### src/rtl/apb_pkg.sv
// apb_pkg: shared widths, FSM state type and address helper for the APB register-file slave.
package apb_pkg;

    localparam int APB_ADDR_W = 12;
    localparam int APB_DATA_W = 32;
    localparam int APB_STRB_W = 4;
    localparam int APB_IDX_W  = APB_ADDR_W - 2;

    typedef enum logic [1:0] {
        IDLE   = 2'd0,
        SETUP  = 2'd1,
        ACCESS = 2'd2
    } apb_slv_state_e;

    function automatic logic [APB_IDX_W-1:0] apb_word_idx(input logic [APB_ADDR_W-1:0] addr);
        return addr[APB_ADDR_W-1:2];
    endfunction

endpackage

### src/rtl/apb_slv_regbank.sv
// apb_slv_regbank: NREG-1 writable 32-bit registers with byte strobes, plus a constant ID word
// at index NREG-1; combinational read mux returning 0 for unmapped indices.
module apb_slv_regbank
    import apb_pkg::*;
#(
    parameter int                    NREG   = 8,
    parameter logic [APB_DATA_W-1:0] ID_VAL = 32'hA5B0_0001
) (
    input  logic                  hclk,
    input  logic                  hreset,
    input  logic                  i_we,
    input  logic [APB_IDX_W-1:0]  i_idx,
    input  logic [APB_DATA_W-1:0] i_wdata,
    input  logic [APB_STRB_W-1:0] i_strb,
    output logic [APB_DATA_W-1:0] o_rdata
);

    logic [APB_DATA_W-1:0] r_regs [NREG-1];

    // Byte-lane writes into the writable registers.
    always_ff @(posedge hclk or posedge hreset) begin
        if (hreset) begin
            for (int i = 0; i < NREG - 1; i++) begin
                r_regs[i] <= '0;
            end
        end else begin
            for (int i = 0; i < NREG - 1; i++) begin
                for (int b = 0; b < APB_STRB_W; b++) begin
                    if (i_we && (i_idx == APB_IDX_W'(i)) && i_strb[b]) begin
                        r_regs[i][b*8 +: 8] <= i_wdata[b*8 +: 8];
                    end else begin
                        r_regs[i][b*8 +: 8] <= r_regs[i][b*8 +: 8];
                    end
                end
            end
        end
    end

    // One-hot OR read mux over the register array and the ID word.
    always_comb begin
        o_rdata = (i_idx == APB_IDX_W'(NREG - 1)) ? ID_VAL : {APB_DATA_W{1'b0}};
        for (int i = 0; i < NREG - 1; i++) begin
            o_rdata = o_rdata | ((i_idx == APB_IDX_W'(i)) ? r_regs[i] : {APB_DATA_W{1'b0}});
        end
    end

endmodule

### src/rtl/apb_slave_regfile.sv
// apb_slave_regfile: APB slave over NREG 32-bit registers, the last one a read-only ID.
// Wait states are compiled in only when APB_SLV_WAIT_EN is defined.
module apb_slave_regfile
    import apb_pkg::*;
#(
    parameter int                    NREG     = 8,
    parameter int                    WAIT_CYC = 2,
    parameter logic [APB_DATA_W-1:0] ID_VAL   = 32'hA5B0_0001
) (
    input  logic                  hclk,
    input  logic                  hreset,
    input  logic                  psel,
    input  logic                  penable,
    input  logic                  pwrite,
    input  logic [APB_ADDR_W-1:0] paddr,
    input  logic [APB_DATA_W-1:0] pwdata,
    input  logic [APB_STRB_W-1:0] pstrb,
    output logic [APB_DATA_W-1:0] prdata,
    output logic                  pready,
    output logic                  pslverr
);

    apb_slv_state_e        r_state;
    logic [APB_ADDR_W-1:0] r_addr;
    logic                  r_write;
    logic [APB_DATA_W-1:0] r_wdata;
    logic [APB_STRB_W-1:0] r_strb;
    logic [APB_DATA_W-1:0] r_prdata;
    logic                  r_pready;
    logic                  r_pslverr;

    logic [APB_IDX_W-1:0]  w_idx;
    logic [APB_DATA_W-1:0] w_rdata;
    logic [APB_DATA_W-1:0] w_resp_data;
    logic                  w_err;
    logic                  w_setup;
    logic                  w_capture;
    logic                  w_we;
    logic                  w_wait_done;

    assign w_setup     = psel && !penable;
    assign w_capture   = w_setup && ((r_state == IDLE) || ((r_state == ACCESS) && r_pready));
    assign w_idx       = apb_word_idx(r_addr);
    assign w_err       = (r_addr[1:0] != 2'b00)
                      || (w_idx >= APB_IDX_W'(NREG))
                      || (r_write && (w_idx == APB_IDX_W'(NREG - 1)));
    assign w_resp_data = (w_err || r_write) ? {APB_DATA_W{1'b0}} : w_rdata;
    // A write lands on the edge that closes its pready cycle, never on an errored one.
    assign w_we        = (r_state == ACCESS) && r_pready && r_write && !r_pslverr;

`ifdef APB_SLV_WAIT_EN
    localparam logic [3:0] LP_WAIT = 4'(WAIT_CYC);
    logic [3:0] r_wait_cnt;

    // Counts ACCESS cycles of the current transfer, cleared in SETUP and held at LP_WAIT.
    always_ff @(posedge hclk or posedge hreset) begin
        if (hreset) begin
            r_wait_cnt <= 4'd0;
        end else if (r_state == SETUP) begin
            r_wait_cnt <= 4'd0;
        end else if ((r_state == ACCESS) && (r_wait_cnt != LP_WAIT)) begin
            r_wait_cnt <= r_wait_cnt + 4'd1;
        end else begin
            r_wait_cnt <= r_wait_cnt;
        end
    end

    assign w_wait_done = (r_state == SETUP) ? (LP_WAIT == 4'd0)
                                            : (({1'b0, r_wait_cnt} + 5'd1) >= {1'b0, LP_WAIT});
`else
    // Without the wait feature WAIT_CYC has no effect: every transfer is zero-wait.
    localparam logic [3:0] LP_WAIT = 4'(WAIT_CYC) & 4'd0;
    assign w_wait_done = (LP_WAIT == 4'd0);
`endif

    // Latches the request presented in the bus setup phase.
    always_ff @(posedge hclk or posedge hreset) begin
        if (hreset) begin
            r_addr  <= '0;
            r_write <= 1'b0;
            r_wdata <= '0;
            r_strb  <= '0;
        end else if (w_capture) begin
            r_addr  <= paddr;
            r_write <= pwrite;
            r_wdata <= pwdata;
            r_strb  <= pstrb;
        end else begin
            r_addr  <= r_addr;
            r_write <= r_write;
            r_wdata <= r_wdata;
            r_strb  <= r_strb;
        end
    end

    // Transfer FSM with registered pready/pslverr/prdata.
    always_ff @(posedge hclk or posedge hreset) begin
        if (hreset) begin
            r_state   <= IDLE;
            r_pready  <= 1'b0;
            r_pslverr <= 1'b0;
            r_prdata  <= '0;
        end else begin
            case (r_state)
                IDLE: begin
                    r_pready  <= 1'b0;
                    r_pslverr <= 1'b0;
                    r_prdata  <= '0;
                    r_state   <= w_setup ? SETUP : IDLE;
                end
                SETUP: begin
                    r_state   <= ACCESS;
                    r_pready  <= w_wait_done;
                    r_pslverr <= w_wait_done && w_err;
                    r_prdata  <= w_wait_done ? w_resp_data : {APB_DATA_W{1'b0}};
                end
                ACCESS: begin
                    if (r_pready) begin
                        r_pready  <= 1'b0;
                        r_pslverr <= 1'b0;
                        r_prdata  <= '0;
                        r_state   <= w_setup ? SETUP : IDLE;
                    end else if (!(psel && penable)) begin
                        // Master gave up before completion: drop the transfer.
                        r_state   <= IDLE;
                        r_pslverr <= 1'b0;
                        r_prdata  <= '0;
                    end else if (w_wait_done) begin
                        r_pready  <= 1'b1;
                        r_pslverr <= w_err;
                        r_prdata  <= w_resp_data;
                    end else begin
                        r_state   <= ACCESS;
                    end
                end
                default: begin
                    r_state   <= IDLE;
                    r_pready  <= 1'b0;
                    r_pslverr <= 1'b0;
                    r_prdata  <= '0;
                end
            endcase
        end
    end

    apb_slv_regbank #(
        .NREG   (NREG),
        .ID_VAL (ID_VAL)
    ) u_regbank (
        .hclk    (hclk),
        .hreset  (hreset),
        .i_we    (w_we),
        .i_idx   (w_idx),
        .i_wdata (r_wdata),
        .i_strb  (r_strb),
        .o_rdata (w_rdata)
    );

    assign prdata  = r_prdata;
    assign pready  = r_pready;
    assign pslverr = r_pslverr;

endmodule

### config.mk
export PLATFORM = sky130hd
export DESIGN_NAME = apb_slave_regfile
export DESIGN_NICKNAME = d
export VERILOG_FILES = /design/src/rtl/apb_pkg.sv /design/src/rtl/apb_slv_regbank.sv /design/src/rtl/apb_slave_regfile.sv
export SDC_FILE = /design/constraint.sdc
export NUM_CORES = 1
export LEC_CHECK = 0
export ABC_AREA = 1
export ABC_CLOCK_PERIOD_IN_PS = 12300
export BUFFER_PORTS_ARGS = -buffer_cell sky130_fd_sc_hd__buf_2
export CAP_MARGIN = 10
export CORE_ASPECT_RATIO = 0.8
export CORE_UTILIZATION = 60
export CTS_CLUSTER_SIZE = 16
export DETAILED_ROUTE_END_ITERATION = 16
export PLACE_DENSITY = 0.77
export SLEW_MARGIN = 30
export SYNTH_ARGS = -nofsm -noshare
export SYNTH_HDL_FRONTEND = slang
export SYNTH_SLANG_ARGS = --single-unit
### constraint.sdc
create_clock -name hclk -period 12.3 [get_ports hclk]
set_input_delay 2.46 -clock hclk [delete_from_list [all_inputs] [get_ports hclk]]
set_output_delay 2.46 -clock hclk [all_outputs]
set_load 0.02 [all_outputs]
==> results of run 1 <==
[through the flow]
step / total power, W / worst slack [ns]
2_1_floorplan: 0.00128 / 1.30
3_3_place_gp: 0.00135 / 7.79
3_5_place_dp: 0.00136 / 7.99
4_1_cts: 0.00232 / 8.57
5_1_grt: 0.00239 / 8.50
6_report: 0.00232 / 8.69
[cell type report]
type                    count  area, um^2  area share (%)
well taps                 300         375            2.51
multi-input cells        1052        4910            32.9
clock buffers              43         881            5.90
repair buffers             97         541            3.62
clock inverters            13         175            1.17
flip-flops and latches    309        7730            51.8
inverters                  81         317            2.12
[state kept, by name (all words and copies together) (netlist names)]
register,cells
r_strb,4
u_regbank.r_regs,224
r_addr,12
r_state,2
pready,1
prdata,32
r_write,1
r_wdata,32
pslverr,1
[power by group]
part           internal [W]  switching [W]  total, W
clock network      0.000581       0.000391  0.000972
registers           0.00106      0.0000293   0.00109
logic             0.0000428       0.000213  0.000256
total               0.00168       0.000634   0.00232
[layer usage]
layer	global-route usage, %	up-vias
li1	-	5103
met1	42.6	5149
met2	46.0	392
met3	4.35	69
met4	8.71	0
met5	0	-
[logic make-up (layout without fill, tap and decap cells)]
kind of cell             Yosys count  after routing
flip-flops                       309            309
adder cells (fa/ha/maj)            4              4
AO/OA/AOI/OAI                    309            309
buffers and inverters            169            234
AND/OR/NAND/NOR                  739            739
[how the worst min path moves through the flow]
stage	from	cells past startpoint	to
final	u_regbank.r_regs[189]$_DFFE_PP0P_	2	u_regbank.r_regs[189]$_DFFE_PP0P_
after global routing	u_regbank.r_regs[187]$_DFFE_PP0P_	2	u_regbank.r_regs[187]$_DFFE_PP0P_
after CTS	u_regbank.r_regs[187]$_DFFE_PP0P_	2	u_regbank.r_regs[187]$_DFFE_PP0P_
after detailed placement	u_regbank.r_regs[187]$_DFFE_PP0P_	2	u_regbank.r_regs[187]$_DFFE_PP0P_
after global placement	u_regbank.r_regs[174]$_DFFE_PP0P_	2	u_regbank.r_regs[174]$_DFFE_PP0P_
after floorplan	u_regbank.r_regs[10]$_DFFE_PP0P_	2	u_regbank.r_regs[10]$_DFFE_PP0P_
[worst register-to-register path, delay by kind of cell, from the launching register on]
family / cells / cell delay (ns)
compound gates: 1 / 0.09
flops: 1 / 0.41
buf+inv: 1 / 0.66
simple gates: 7 / 1.55
[Yosys cell counts (all sizes together)]
cell,n
inv,81
dfrtp,309
ha,4
o21a,1
o211ai,1
nor2,149
o22ai,1
nand3,200
nor3,1
buf,70
nand2,388
a21oi,69
nand4,1
o21ai,237
clkbuf,18
[placed cells by master, fill, tap and decap left out]
cell type / count
clkinvlp_4: 4
buf_4: 8
buf_16: 1
buf_6: 2
clkinv_2: 5
nand2_1: 361
o21ai_2: 8
o21ai_1: 193
nor2_8: 2
o211ai_4: 1
nor2_4: 10
bufinv_16: 4
o21a_1: 1
clkbuf_16: 31
nand3_1: 200
buf_2: 86
inv_12: 1
nand2_4: 11
o22ai_1: 1
inv_1: 80
nor2_2: 4
nor2_1: 133
clkbuf_1: 6
o21ai_0: 36
nor3_1: 1
ha_1: 4
a21oi_1: 69
nand2_2: 16
nand4_1: 1
clkbuf_8: 6
dfrtp_1: 309
==> summary by stage, run 1 <==
STA
The number of hold-slack violations in the final timing report is 0. On the final layout, the worst clock skew is 0.0129 ns. The final setup TNS is 0 ns. The worst relative slew slack is between 30% and 40%. Setup violations remaining at the end of the flow were counted as 0.

The fraction of the cycle the final worst path needs is between 20% and 30%. The number of max-slew violations in the final report was 0. The highest clock frequency the design can meet is around 280 MHz. For the pin with the worst max-slew slack, the measured transition is approximately 0.97 ns. Hold timing on the final database bottoms out at a slack of 0.483 ns.

The post-route minimum period is ~3.6 ns. Setup repair after global routing left no endpoint under its margin.

Yosys
The synthesized netlist devotes a little under an eighth of its cell area to compound gates. When the netlist entered floorplanning its net count stood at between 1,500 and 2,000. Sorting the synthesized cells by area gives the leading types as dfrtp_1 58%, nand2_1 10%, nand3_1 7.5%. The post-synthesis cell type with the largest combined area is dfrtp_1.

After synthesis, the largest family of logic cells by area is simple AND/OR/NAND/NOR gates. The area share of fa/ha/maj cells after synthesis is 0.374%. The area share of the largest cell type after synthesis is between 50 and 60%. The synthesized design contains 309 register bits. The distinct cell type count of the synthesized netlist is 25. The synthesized netlist devotes 24.3% of its cell area to simple gates. The synthesized area per cell is 8.75 um^2. Synthesis produced a netlist whose cell count is 1,530.

The share of synthesized area spent on multiplexers is 0%. Of the total synthesized cell area, the portion taken by XOR and XNOR cells is 0%. During synthesis, Yosys emitted a total of 0 warnings. The sequential fraction of the synthesis area is 57.7%.

In this run the cell area of the synthesized design comes to roughly 13,000 um^2.

GRT
The global route total overflow is 0. The initial antenna violation count was 0. Entering global routing, the biggest net connects between 150 and 200 pins.

The number of global-route vias before repair is between 10,000 and 15,000. The wire length of the first global-routing pass is between 50 and 60 mm. In the global route stage, overall resource usage came out at approximately 30%.

Detailed routing
The first detailed-routing pass took 5 iterations. The remaining antenna violation count after routing is 0. The number of vias in the routed layout is around 11,000.

The routed length per placed instance is 16.9 um. The routed length on met2 is 14.7 mm. In the final routing, the length of wire on met1 measures between 10 and 15 mm. After detailed routing, no signal wire sits above met4. After detailed routing, the number of remaining DRC violations is 0. The initial DRC count is approximately 1,000. After detailed routing, the met3 layer carries approximately 2.0 mm of wire. The total wirelength of the detailed-routed design is between 30 and 40 mm.

Dividing the detail-routed via count by the number of cells gives 5.65.

Clock tree
After clock tree synthesis, the clock-pin slew on the worst setup and hold paths is 0.06 ns. The clock drives 309 sinks. The number of setup buffers added after CTS is 0.

The CTS tree is done. The number of buffers created by CTS is 30. The tree is rooted in a clkbuf_16. The buffer levels on the longest clock path is 3. Post-CTS repair changed the size of 0 cells. In this run the number of H-tree levels came out at 1. The later pin in the worst-skew pair is clocked with a latency of between 0.5 and 0.6 ns. The number of hold buffers added after CTS was 0.

Placement
The final estimated routing congestion in global placement is 0.773. The final HPWL from detailed placement is 18.3 mm. The placed instance area is ~14,000 um^2. The port buffer count is 86. The post-placement cell count is about 1,800.

Die
The area of the core region is around 22,000 um^2. The initial cell density of the core is about three fifths. During I/O placement, the number of pins put on the boundary was 87.

The area enclosed by the die boundary is approximately 23,000 um^2. The horizontal die dimension is 169 um. The die is 136 um tall. The total number of placement rows is 48.

Worst setup path
The largest fanout of any net on the critical path is 32. The worst setup path is launched from an input pin. The stage delay of the slowest cell on the critical path is about 0.6 ns. Counting buffers and inverters, the worst setup path is 9 cells deep.

The kind of cell adding the most delay to the critical path is simple AND/OR/NAND/NOR gates. The worst setup path is captured at a register. The reg-to-reg startpoint is r_addr[9]$_DFFE_PP0P_.

The number of cell instances on the worst register-to-register path is 9. STA puts the critical path data arrival time at 4.05 ns. The most numerous cell type found on the critical path is nor2_1. The critical path ends at prdata[27]$_DFF_PP0_. The required time reported for the critical path endpoint is 12.75 ns. The register-to-register path setup slack is 9.45 ns. The slowest stage of the critical path is the nand2_2 cell.

The critical path goes through buf_2 -> nand2_1 -> nor2_1 -> nand2_1 -> inv_1 -> nor2_1 -> nor2_1 -> nand2_2 -> a21oi_1. The type of the setup path with the least slack is in -> reg. The capture point of the worst reg-to-reg path is u_regbank.r_regs[5]$_DFFE_PP0P_.

The total buffers and inverters traversed by the critical path is 2. The critical path starts at psel.

Layout
0 antenna diodes ended up in the layout. The area added between synthesis and finish is 11.5%. The finished layout holds between 1,500 and 2,000 standard cells, fillers aside. After routing the design area is about 15,000 um^2.

The number of nets in the layout is around 1,600. The ratio of cells with drive above 1 in the final layout is approximately 13%. Counting the fill cells in the layout gives about 1,800. Cells fill 68.7% of the core in the end.

Power
VDD sags by at most between 0.0001 and 0.00015 V. The power density over the cells is between 150 and 200 nW/um^2. The cell leakage power is between 7 and 8 nW.

Outcome
The run finished with clean final reports.

Hold path
The worst min-delay path category is reg -> reg.

Job
The number of maximum-capacitance constraint violations is 0.
No activity file was read; power rests on OpenSTA's default activity.
==> run 2, diff against run 1 <==
Settings changed: ABC_CLOCK_PERIOD_IN_PS 12300 to 3400.
Clock period 12.3 ns to 3.4 ns, I/O delays scaled along.
==> summary by stage, run 2 (same netlist as run 1, synthesis figures left out) <==
Power
The cell leakage power is 7.43 nW (about the same). The maximum ir drop on the vdd rail is 0.000471 V (+240%). The power density over the cells is 546 nW/um^2 (+250%). The power after layout came to 0.00815 W (+250%).

STA
The worst relative slew slack was 46.9% (+12 points). The final hold slack came to 0.119 ns (-0.364 ns). Setup repair after global routing left no endpoint under its margin.

The number of max-slew violations in the final report is 0 (unchanged). The number of hold-slack violations in the final timing report is 0 (unchanged). The slew at the pin closest to its max-slew limit is 0.794 ns (-0.179 ns).

The smallest clock period supported by the final layout is computed as ~2.4 ns. The fraction of the cycle the final worst path needs is ~70%. The clock skew is 0.0123 ns (-0.000604 ns). The total of endpoints with negative setup slack in the final report is 0 (unchanged). The highest clock frequency the design can meet is 425 MHz.

Clock tree
The deepest level of the CTS H-tree was 1 (unchanged). The number of buffers created by CTS is 30 (unchanged). The buffer levels on the longest clock path is 3 (unchanged). The number of post-CTS setup repair buffers is 0 (unchanged).

The count of instances resized after the clock tree is built is 0 (unchanged). The clock-pin slew on the worst setup and hold paths is 0.06 ns (about the same). The clock insertion delay at the later pin of the skew report is 0.55 ns (about the same). The TritonCTS sink count came to 309 (unchanged). The root buffer cell chosen for the clock tree is clkbuf_16. TritonCTS built the clock tree. The number of buffers inserted for hold repair after clock tree synthesis is 0 (unchanged).

Die
The I/O pin total is 87 (unchanged). The area enclosed by the die boundary is 22,900 um^2 (unchanged). The horizontal die dimension came to 169 um (unchanged).

The initial cell density of the core came to 61.6% (unchanged). The y dimension of the die is 136 um (unchanged). The total number of placement rows is 48 (unchanged). The area of the core region is 21,700 um^2 (unchanged).

Detailed routing
The number of vias in the routed layout is 10,700 (-0.20%). The remaining antenna violation count after routing is 0 (unchanged). The total DRC errors in the routed layout came to 0 (unchanged). The routed length per placed instance was 17.1 um (+1.2%). The via density per instance is 5.64 (-0.30%). The initial DRC count is 1,013 (-2.8%). The number of detailed-routing iterations run before antenna repair is 5 (unchanged). The total wirelength of the detailed-routed design came to 32.5 mm (+1.3%).

Layout
The ratio of cells with drive above 1 in the final layout was 12.4% (-0.14 points). The most frequent standard cell in the layout excluding fill and tap cells is nand2_1. Ranked by flip-flop count, first place goes to u_regbank.r_regs. In the layout the commonest cells are 362 x nand2_1, 309 x dfrtp_1, 200 x nand3_1, 193 x o21ai_1, 133 x nor2_1. The number of antenna repair diodes is 0 (unchanged). The final standard cell area without fillers was 14,900 um^2 (about the same). The non-filler instance count after layout is 1,897 (+0.11%).

The final core area utilization came to 68.6% (about the same). The number of nets in the layout was 1,633 (+0.31%). The flip-flop count of the largest register, all copies and words added was 224 (unchanged).

The fill cell total of the finished layout is 1,761 (+0.28%). The area added between synthesis and finish is 11.4% (about the same).

GRT
The number of global-route vias before repair is 10,200 (+0.33%). The initial antenna violation count is 0 (unchanged). The global-route usage over all layers came to 29.7% (+0.41 points). The maximum number of pins on one net before global-route repair came to 108 (-34%). The wire length of the first global-routing pass is 53.5 mm (+1.0%). The global route total overflow is 0 (unchanged).

Placement
The final estimated routing congestion in global placement was 0.803 (+3.9%). The port buffer count is 86 (unchanged). The final HPWL from detailed placement is 19.6 mm (+7.1%). The placed instance area is 13,900 um^2 (+0.70%). The post-placement cell count came to 1,844 (+0.33%).

Hold path
The worst min-delay path category is in -> async.

Worst setup path
The arrival time reported for the critical path endpoint was 2.77 ns (-1.28 ns). The largest fanout of any net on the critical path is 21 (-34%). The required time reported for the critical path endpoint is 3.81 ns (-8.94 ns). The worst setup path is launched from a register. The type of destination of the critical path is a register. The type of the setup path with the least slack is reg -> reg.

Job
The number of maximum-capacitance constraint violations is 0 (unchanged).

Outcome
The run finished with clean final reports.
-- run 2: worst paths after layout --
kind                                                    from                                end  slack [ns]  cells past startpoint
setup / recovery                       r_addr[7]$_DFFE_PP0P_   u_regbank.r_regs[36]$_DFFE_PP0P_        1.05                      8
hold reg to reg            u_regbank.r_regs[172]$_DFFE_PP0P_  u_regbank.r_regs[172]$_DFFE_PP0P_        0.48                      2
setup reg to reg                       r_addr[7]$_DFFE_PP0P_   u_regbank.r_regs[36]$_DFFE_PP0P_        1.05                      8
max in group asynchronous                             hreset   u_regbank.r_regs[20]$_DFFE_PP0P_        2.40                      3
hold / removal                                        hreset             r_wdata[1]$_DFFE_PP0P_        0.12                      2
min in group hclk                                  paddr[11]             r_addr[11]$_DFFE_PP0P_        0.38                      3
-- run 2: layout make-up --
class | instances | area [um^2] | area share [%]
clock buffers | 49 | 933 | 6.26
clock inverters | 4 | 47.5 | 0.319
inverters | 81 | 308 | 2.06
multi-input cells | 1052 | 4910 | 32.9
flip-flops and latches | 309 | 7730 | 51.8
well taps | 300 | 375 | 2.52
repair buffers | 102 | 613 | 4.11
-- run 2: metrics by stage --
stage	worst slack, ns	setup TNS (ns)
CTS	1.06	0
finish	1.05	0
floorplan	-1.39	-430.42
global route	0.928	0
detailed placement	1.04	0
global placement	1.12	0
-- run 2: where the power goes --
part | switching (W) | internal (W) | total, W
clock network | 0.00135 | 0.00193 | 0.00329
logic | 0.000770 | 0.000162 | 0.000933
registers | 0.000106 | 0.00383 | 0.00393
-- run 2: routing by layer --
layer  global-route usage (%)  routed length [um]  up-vias  share of wire (%)
met5                        0                   0        -                  0
met4                     8.71                 845        0                2.6
met3                     4.24                2120       58                6.5
met2                     48.0               15100      372                 46
met1                     42.2               14500     5158                 45
li1                         -                   -     5104                  -
-- run 2: worst max-delay path, stage by stage, from the launching register on --
cell and delay [ns]:
dfrtp_1 0.38, nor2_2 0.16, nand2_2 0.16, nor2_4 0.59, nand2_4 0.29, nor2_8 0.25
nand2_4 0.18, nand2_1 0.12, o21ai_1 0.07
